File: config.mk
export PLATFORM = sky130hd
export DESIGN_NAME = adder_err_eval_flat
export DESIGN_NICKNAME = d
export VERILOG_FILES = /design/src/rtl/adder_err_eval_if.sv /design/src/rtl/adder_err_eval.sv /design/src/flat_wrapper.sv
export SDC_FILE = /design/constraint.sdc
export NUM_CORES = 1
export LEC_CHECK = 0
export CAP_MARGIN = 20
export CORE_MARGIN = 2
export CORE_UTILIZATION = 55
export CTS_CLUSTER_SIZE = 28
export DETAILED_ROUTE_END_ITERATION = 10
export PLACE_DENSITY_LB_ADDON = 0.25
export SLEW_MARGIN = 20
export SYNTH_ARGS = -nofsm -noshare
export SYNTH_HDL_FRONTEND = slang
export SYNTH_SLANG_ARGS = --single-unit
File: constraint.sdc
create_clock -name clk -period 4.1 [get_ports clk]
set_clock_uncertainty 0.15 [all_clocks]
set_input_delay 0.615 -clock clk [delete_from_list [all_inputs] [get_ports clk]]
set_output_delay 0.615 -clock clk [all_outputs]
set_load 0.01 [all_outputs]
File: src/rtl/adder_err_eval_if.sv
// adder_err_eval bus: sweep control, adder stimulus/response and statistics.
// The slave side is the evaluator; the master side is the harness around it.
interface adder_err_eval_if #(
  parameter int IN_W = 4
);
  localparam int OUT_W = IN_W + 1;
  localparam int VW    = 2 * IN_W;
  localparam int CW    = 2 * IN_W + 1;
  localparam int SW    = 2 * IN_W + OUT_W;

  logic             start;
  logic [VW-1:0]    stim;
  logic [OUT_W-1:0] dut_sum;
  logic             busy;
  logic             done;
  logic [CW-1:0]    err_count;
  logic [OUT_W-1:0] max_abs_err;
  logic [SW-1:0]    sum_abs_err;
  logic             first_err_vld;
  logic [VW-1:0]    first_err_vec;

  modport slave (
    input  start,
    input  dut_sum,
    output stim,
    output busy,
    output done,
    output err_count,
    output max_abs_err,
    output sum_abs_err,
    output first_err_vld,
    output first_err_vec
  );

  modport master (
    output start,
    output dut_sum,
    input  stim,
    input  busy,
    input  done,
    input  err_count,
    input  max_abs_err,
    input  sum_abs_err,
    input  first_err_vld,
    input  first_err_vec
  );
endinterface

File: src/rtl/adder_err_eval.sv
// Exhaustive error evaluator for an IN_W-bit adder netlist.
// Two-stage pipe: capture exact/observed sum, then accumulate error stats.
module adder_err_eval #(
  parameter int IN_W = 4
) (
  input  logic               clk,
  input  logic               rst,
  adder_err_eval_if.slave    bus
);
  localparam int OUT_W = IN_W + 1;
  localparam int VW    = 2 * IN_W;
  localparam int CW    = 2 * IN_W + 1;
  localparam int SW    = 2 * IN_W + OUT_W;
  localparam logic [VW-1:0] LAST = '1;

  typedef enum logic [1:0] {
    IDLE,
    SWEEP,
    DRAIN,
    DONE
  } state_t;

  state_t           state;
  logic [VW-1:0]    stim_q;
  logic             s1_vld;
  logic [VW-1:0]    s1_vec;
  logic [OUT_W-1:0] exact_q;
  logic [OUT_W-1:0] obs_q;
  logic             busy_q;
  logic             done_q;
  logic [CW-1:0]    err_q;
  logic [OUT_W-1:0] max_q;
  logic [SW-1:0]    sum_q;
  logic             fvld_q;
  logic [VW-1:0]    fvec_q;

  logic [IN_W-1:0]  op_a;
  logic [IN_W-1:0]  op_b;
  logic [OUT_W-1:0] exact_d;
  logic [OUT_W-1:0] abs_d;

  assign op_a    = stim_q[IN_W-1:0];
  assign op_b    = stim_q[VW-1:IN_W];
  assign exact_d = OUT_W'(op_a) + OUT_W'(op_b);

  // Magnitude of the stage-1 error; both operands are OUT_W so no overflow.
  always_comb begin
    abs_d = '0;
    if (obs_q >= exact_q) abs_d = obs_q - exact_q;
    else                  abs_d = exact_q - obs_q;
  end

  // Sweep FSM, stimulus counter, capture stage and statistics accumulators.
  always_ff @(posedge clk) begin
    if (rst) begin
      state   <= IDLE;
      stim_q  <= '0;
      s1_vld  <= 1'b0;
      s1_vec  <= '0;
      exact_q <= '0;
      obs_q   <= '0;
      busy_q  <= 1'b0;
      done_q  <= 1'b0;
      err_q   <= '0;
      max_q   <= '0;
      sum_q   <= '0;
      fvld_q  <= 1'b0;
      fvec_q  <= '0;
    end else begin
      unique case (state)
        IDLE: begin
          s1_vld <= 1'b0;
          done_q <= 1'b0;
          stim_q <= '0;
          if (bus.start) begin
            state  <= SWEEP;
            busy_q <= 1'b1;
            err_q  <= '0;
            max_q  <= '0;
            sum_q  <= '0;
            fvld_q <= 1'b0;
            fvec_q <= '0;
          end
        end
        SWEEP: begin
          exact_q <= exact_d;
          obs_q   <= bus.dut_sum;
          s1_vld  <= 1'b1;
          s1_vec  <= stim_q;
          stim_q  <= stim_q + VW'(1);
          if (stim_q == LAST) begin
            stim_q <= '0;
            state  <= DRAIN;
          end
        end
        DRAIN: begin
          s1_vld <= 1'b0;
          busy_q <= 1'b0;
          done_q <= 1'b1;
          state  <= DONE;
        end
        DONE: begin
          done_q <= 1'b0;
          state  <= IDLE;
        end
        default: begin
          state <= IDLE;
        end
      endcase

      if (s1_vld) begin
        sum_q <= sum_q + SW'(abs_d);
        if (abs_d > max_q) max_q <= abs_d;
        if (abs_d != '0) begin
          err_q <= err_q + CW'(1);
          if (!fvld_q) begin
            fvld_q <= 1'b1;
            fvec_q <= s1_vec;
          end
        end
      end
    end
  end

  assign bus.stim          = stim_q;
  assign bus.busy          = busy_q;
  assign bus.done          = done_q;
  assign bus.err_count     = err_q;
  assign bus.max_abs_err   = max_q;
  assign bus.sum_abs_err   = sum_q;
  assign bus.first_err_vld = fvld_q;
  assign bus.first_err_vec = fvec_q;

endmodule
File: src/flat_wrapper.sv
// flat-port wrapper written by rule: the top's interface ports become plain ports
module adder_err_eval_flat 
#(
  parameter int IN_W = 4
)
  (clk, rst, bus_start, bus_dut_sum, bus_stim, bus_busy, bus_done, bus_err_count, bus_max_abs_err, bus_sum_abs_err, bus_first_err_vld, bus_first_err_vec);
  adder_err_eval_if #(.IN_W(IN_W)) bus_i ();
  input  logic clk;
  input  logic rst;
  input wire logic [$bits(bus_i.start)-1:0] bus_start;
  input wire logic [$bits(bus_i.dut_sum)-1:0] bus_dut_sum;
  output wire logic [$bits(bus_i.stim)-1:0] bus_stim;
  output wire logic [$bits(bus_i.busy)-1:0] bus_busy;
  output wire logic [$bits(bus_i.done)-1:0] bus_done;
  output wire logic [$bits(bus_i.err_count)-1:0] bus_err_count;
  output wire logic [$bits(bus_i.max_abs_err)-1:0] bus_max_abs_err;
  output wire logic [$bits(bus_i.sum_abs_err)-1:0] bus_sum_abs_err;
  output wire logic [$bits(bus_i.first_err_vld)-1:0] bus_first_err_vld;
  output wire logic [$bits(bus_i.first_err_vec)-1:0] bus_first_err_vec;
  assign bus_i.start = bus_start;
  assign bus_i.dut_sum = bus_dut_sum;
  assign bus_stim = bus_i.stim;
  assign bus_busy = bus_i.busy;
  assign bus_done = bus_i.done;
  assign bus_err_count = bus_i.err_count;
  assign bus_max_abs_err = bus_i.max_abs_err;
  assign bus_sum_abs_err = bus_i.sum_abs_err;
  assign bus_first_err_vld = bus_i.first_err_vld;
  assign bus_first_err_vec = bus_i.first_err_vec;
  adder_err_eval #(.IN_W(IN_W)) u_core (.clk(clk), .rst(rst), .bus(bus_i));
endmodule
# Word level (Yosys, flattened, before mapping)
# Cells that the tools add are included.
# op_classes
addsub,6
n_reduce_logical,13
muxes,31
eq_ne,6
magnitude_cmp,2
# ops
operator,n
$mux 8,6
$mux 13,3
$mux 9,4
$mux 5,5
$pmux 8 s2,1
$add 13x5->13,1
$reduce_bool 2->1,6
$sub 5x5->5,2
$add 9x1->9 const B,1
$add 8x1->8 const B,1
$eq 8x8->1 const B,1
$pmux 2 s4,1
$mux 1,6
$pmux 1 s2,3
$reduce_and 2->1,3
$add 4x4->5,1
$ge 5x5->1,1
$gt 5x5->1,1
$reduce_bool 5->1,1
$eq 2x2->1 const B,2
$mux 2,2
$reduce_or 2->1,2
$eq 2x1->1 const B,1
$logic_not 2->1,1
2 further kinds,2
# totals
ff_bits,67
wordCells,71
output_inout_bits,46
inputBits,8

# Longest topological paths before layout
# logic_depth
depth_word,5
ltp_mapped,17
mapped_depth_nobuf,17

# Worst setup path before layout
# OpenSTA, ideal clock, no wires.
# synth_path
kind,register -> register
from,register u_core.exact_q[0]
to,"register u_core.sum_q[11], in the netlist u_core.bus.sum_abs_err[11]"
stages_incl_launch_ff,18
t_required_ns,3.822
setup_ns,0.128
t_arrival_ns,3.099
path_slack_ns,0.724
cell_sequence,dfxtp_1 inv_1 ha_1 inv_1 fa_1 and3_4 a211oi_4 and3_1 nor2_2 ha_1 a21oi_1 a21boi_0 o21ai_0 a21oi_1 nand3_1 xnor2_1 a21oi_1 nor2_1
# synth_via
elab_chain_cells,4
word_cells_on_any_way,6
cone_classes,3 x add/sub; 1 x order compare; 2 x mux
# synth_lines
item,line,source
"start, declared",adder_err_eval.sv:27,logic [OUT_W-1:0] exact_q;
"start signal, assigned",adder_err_eval.sv:86,exact_q <= exact_d;
"$sub 5x5->5, or another cell as far along",adder_err_eval.sv:50,else abs_d = exact_q - obs_q;
$mux 5 (*),adder_err_eval.sv:49,if (obs_q >= exact_q) abs_d = obs_q - exact_q;
$add 13x5->13 (*),adder_err_eval.sv:112,sum_q <= sum_q + SW'(abs_d);
$mux 13 (*),adder_err_eval.sv:111,if (s1_vld) begin
"end signal, assigned",adder_err_eval.sv:112,
"end, declared",adder_err_eval.sv:33,logic [SW-1:0] sum_q;
# Every way passes the cells marked *; elsewhere a longest branch is shown, timed or not.
# A chain may end at the register's enable or synchronous reset.

# Worst setup path in the final report
# layout_path
from,register u_core.obs_q[2]
to,"register u_core.sum_q[9], in the netlist u_core.bus.sum_abs_err[9]"
# layout_via
elab_chain_cells,4
word_cells_on_any_way,6
cone_classes,3 x add/sub; 1 x order compare; 2 x mux
# layout_lines
item,line,source
"start, declared",adder_err_eval.sv:28,logic [OUT_W-1:0] obs_q;
"start signal, assigned",adder_err_eval.sv:87,obs_q <= bus.dut_sum;
"$sub 5x5->5, or another cell as far along",adder_err_eval.sv:50,
$mux 5 (*),adder_err_eval.sv:49,
$add 13x5->13 (*),adder_err_eval.sv:112,
$mux 13 (*),adder_err_eval.sv:111,
# Marks and branches as above.

==> results_dict.tcl <==
set metrics [dict create \
    synthesis.area_um2 4020 \
    grt_setup_unrepaired "false" \
    synth-main-ff-cell "sky130_fd_sc_hd__dfxtp_1" \
    count_of_input_and_output_buffers 53 \
    die-area_um2 8010 \
    hold_fix_buffers_cts 0 \
    grt_overall_usage 0.243 \
    async_flop_share 0 \
    grt_antenna_before_repair 0 \
    syn_avg_cell_area_um2 8.50 \
    setup_tns_ns 0 \
    worst_skew_pair.late_latency_ns 0.34 \
    initial_utilization 0.560 \
    worstPathArrival_ns 3.86 \
    synth-seq-cells 67 \
    nFillCells 637 \
    post-cts-setup-buffer-count 0 \
    hold_path_class "flip-flop to flip-flop" \
    routed_wirelength_um 9300 \
    yosysUniqueCellTypes 59 \
    power.ir.vdd_worst_mv 0.339 \
    cts-root-to-sink-buffers 2 \
    worstPathCellList "inv_1, ha_2, nand2_1, o21ai_2, mux2_4, and3_1, nor2_2, ha_1, a21oi_1, a21boi_0, o21ai_1, a21oi_2, nand2_1, nand2_1, a311oi_1" \
    syn_nets 514 \
    die_h_um 89.5 \
    antenna-diode-count 0 \
    slowest_delay_ns 0.43 \
    fin_nets 555 \
    whs_ns 0.335 \
    gp_congestion 0.937 \
    part_of_the_cycle_the_worst_path_needs 0.922 \
    synthesis.instances 473 \
    h_tree_level_count 3 \
    criticalPathCategory "flip-flop to flip-flop" \
    global_route.overflow_total 0 \
    crit_path_frequent_cell "sky130_fd_sc_hd__nand2_1" \
    crit_path_start_kind "flip-flop" \
    fmaxAchievable_mhz 264 \
    cts.clk_slew.worst_paths_ns 0.08 \
    final_max_slew_viol_count 0 \
    outcome "finished, final reports clean" \
    cts_inserted_buffers 9 \
    final_hold_viol_count 0 \
    grt_pass1_wl_um 15200 \
    tightestPinTransition_ns 0.767 \
    utilization 0.669 \
    crit_path_max_fanout 11 \
    top_level_ports 54 \
    grt_start_max_net_pins 50 \
    worst_setup_path_end_kind "flip-flop" \
    cts.sink_count 67 \
    timing.critical_path.buf_inv 1 \
    core_area_um2 7180 \
    count_of_flip_flops_with_a_built_in_enable_after_synthesis 0 \
    layout-drive-gt1-share 0.0809 \
    power_mw 3.22 \
    rows 31 \
    cp_top_family "compound AO/OA/AOI/OAI gates" \
    cts_root_buf "sky130_fd_sc_hd__clkbuf_8" \
    total_vias_in_the_final_route 3438 \
    cts_tree "built" \
    first_iter_violations 167 \
    required_ns 4.18 \
    period_minus_slack_ns 3.78 \
    cellPowerDensity_nw_per_um2 670 \
    setup-violations-final 0 \
    ys_warn_count 0 \
    synth.top_cells.by_count "sky130_fd_sc_hd__dfxtp_1 (67), sky130_fd_sc_hd__nor2_1 (56), sky130_fd_sc_hd__a21oi_1 (40)" \
    wl_per_cell_um 15.0 \
    drt_drc_violations_left 0 \
    yosysSeqAreaShare 0.334 \
    timing.critical_path.slowest_stage_cell "sky130_fd_sc_hd__ha_2" \
    drv.max_cap_violation_count 0 \
    max-slew-margin-rel 0.489 \
    route.detailed.vias_per_inst 5.56 \
    layout-area-overhead-vs-synth_pct 19.5 \
    tritonroute_pass_1_iters 5 \
    synth_top_area_cell "sky130_fd_sc_hd__dfxtp_1" \
    synth_area_leaders "sky130_fd_sc_hd__dfxtp_1 (33%), sky130_fd_sc_hd__ha_1 (9.0%), sky130_fd_sc_hd__mux2i_1 (5.7%)" \
    floorplan.die.width_um 89.5 \
    grt_pass1_vias 3268 \
    synthDominantCellAreaShare 0.334 \
    p_leak_nw 1.83 \
    final_antenna_net_count 0 \
    dp_hpwl_um 6360 \
    yosysMostFrequentCell "sky130_fd_sc_hd__dfxtp_1" \
]
## sequential cells by signal, summed over array words and instances, names as in the netlist
name and cells:
u_core.bus.first_err_vec 8, u_core.bus.sum_abs_err 13, u_core.bus.stim 8, u_core.bus.done 1
u_core.bus.first_err_vld 1, u_core.state 2, u_core.s1_vec 8, u_core.obs_q 5
u_core.bus.max_abs_err 5, u_core.s1_vld 1, u_core.exact_q 5, u_core.bus.busy 1
u_core.bus.err_count 9
## final timing paths
| path | to | from | slack (ns) | depth (start not counted) |
|---|---|---|---|---|
| worst max-delay path | u_core.bus.sum_abs_err[9]$_SDFFE_PP0P_ | u_core.obs_q[2]$_SDFFE_PP0P_ | 0.32 | 15 |
| worst min register to register | u_core.exact_q[4]$_SDFFE_PP0P_ | u_core.exact_q[4]$_SDFFE_PP0P_ | 0.34 | 2 |
| worst min-delay path | u_core.exact_q[4]$_SDFFE_PP0P_ | u_core.exact_q[4]$_SDFFE_PP0P_ | 0.34 | 2 |
| worst max register to register | u_core.bus.sum_abs_err[9]$_SDFFE_PP0P_ | u_core.obs_q[2]$_SDFFE_PP0P_ | 0.32 | 15 |
## kinds of logic after synthesis
group | count (synthesis) | synth area share
adders and majority gates | 33 | 0.110
xor gates and xnor gates | 6 | 0.0165
buffers and inverters | 63 | 0.0669
muxes | 28 | 0.0722
and+or+nand+nor | 165 | 0.207
DFF | 67 | 0.334
AOI/OAI and AO/OA | 111 | 0.194
## tightest hold or removal path, stage by stage, from the launching register on
cell and delay [ns]:
sky130_fd_sc_hd__dfxtp_1 0.31, sky130_fd_sc_hd__nor2_1 0.08, sky130_fd_sc_hd__a311oi_1 0.05
## area by class of cell
type | count | area [um2] | share of cell area
Tap cell | 99 | 124 | 0.0258
Multi-Input combinational cell | 343 | 2420 | 0.504
Inverter | 35 | 131 | 0.0274
Sequential cell | 67 | 1340 | 0.279
Timing Repair Buffer | 58 | 563 | 0.117
Clock buffer | 13 | 179 | 0.0373
Clock inverter | 3 | 43.8 | 0.00912
## per-stage QoR
step                      setup slack, ns  instance area (um2)  cells
final                               0.319                 4800    618
after global routing               0.0345                 4800    618
after CTS                           0.118                 4790    618
after detailed placement            0.222                 4570    602
after global placement              0.339                 4570    602
after floorplan                     0.724                 4020    473
## report_power, final
group	switching [mW]	total, mW	internal, mW
registers	0.0943	0.826	0.732
logic	1.04	1.79	0.745
clock network	0.257	0.605	0.348
## per-layer routing
metal  vias to the layer above  wire [um]  GRT usage
li1                       1735          -          -
met1                      1616       4410      0.333
met2                        74       4470      0.386
met3                        13        312     0.0425
met4                         0        114     0.0828
met5                         -          0          0
## repair_timing
| item | CTS | global route |
|---|---|---|
| hold endpoints to repair | 0 | 0 |
| gates resized for setup | 0 | 7 |
| setup endpoints to repair | 0 | 7 |
## cell usage in the layout (no fill, tap or decap), drive strengths merged, types with 5 or more instances in the layout
master         count
a211oi             5
nor2              57
dfxtp             67
nand2             25
o211ai             9
nor3b              6
nand2b             5
ha                29
or3                7
inv               35
clkbuf            13
xnor2              5
nor2b              6
and3               8
clkdlybuf4s50     52
a21oi             44
nand3b            15
buf                6
a21o               5
a31oi             12
mux2i             23
mux2               5
nand3             25
o21ai             15
Note: power is estimated with default switching activity, not from simulation.
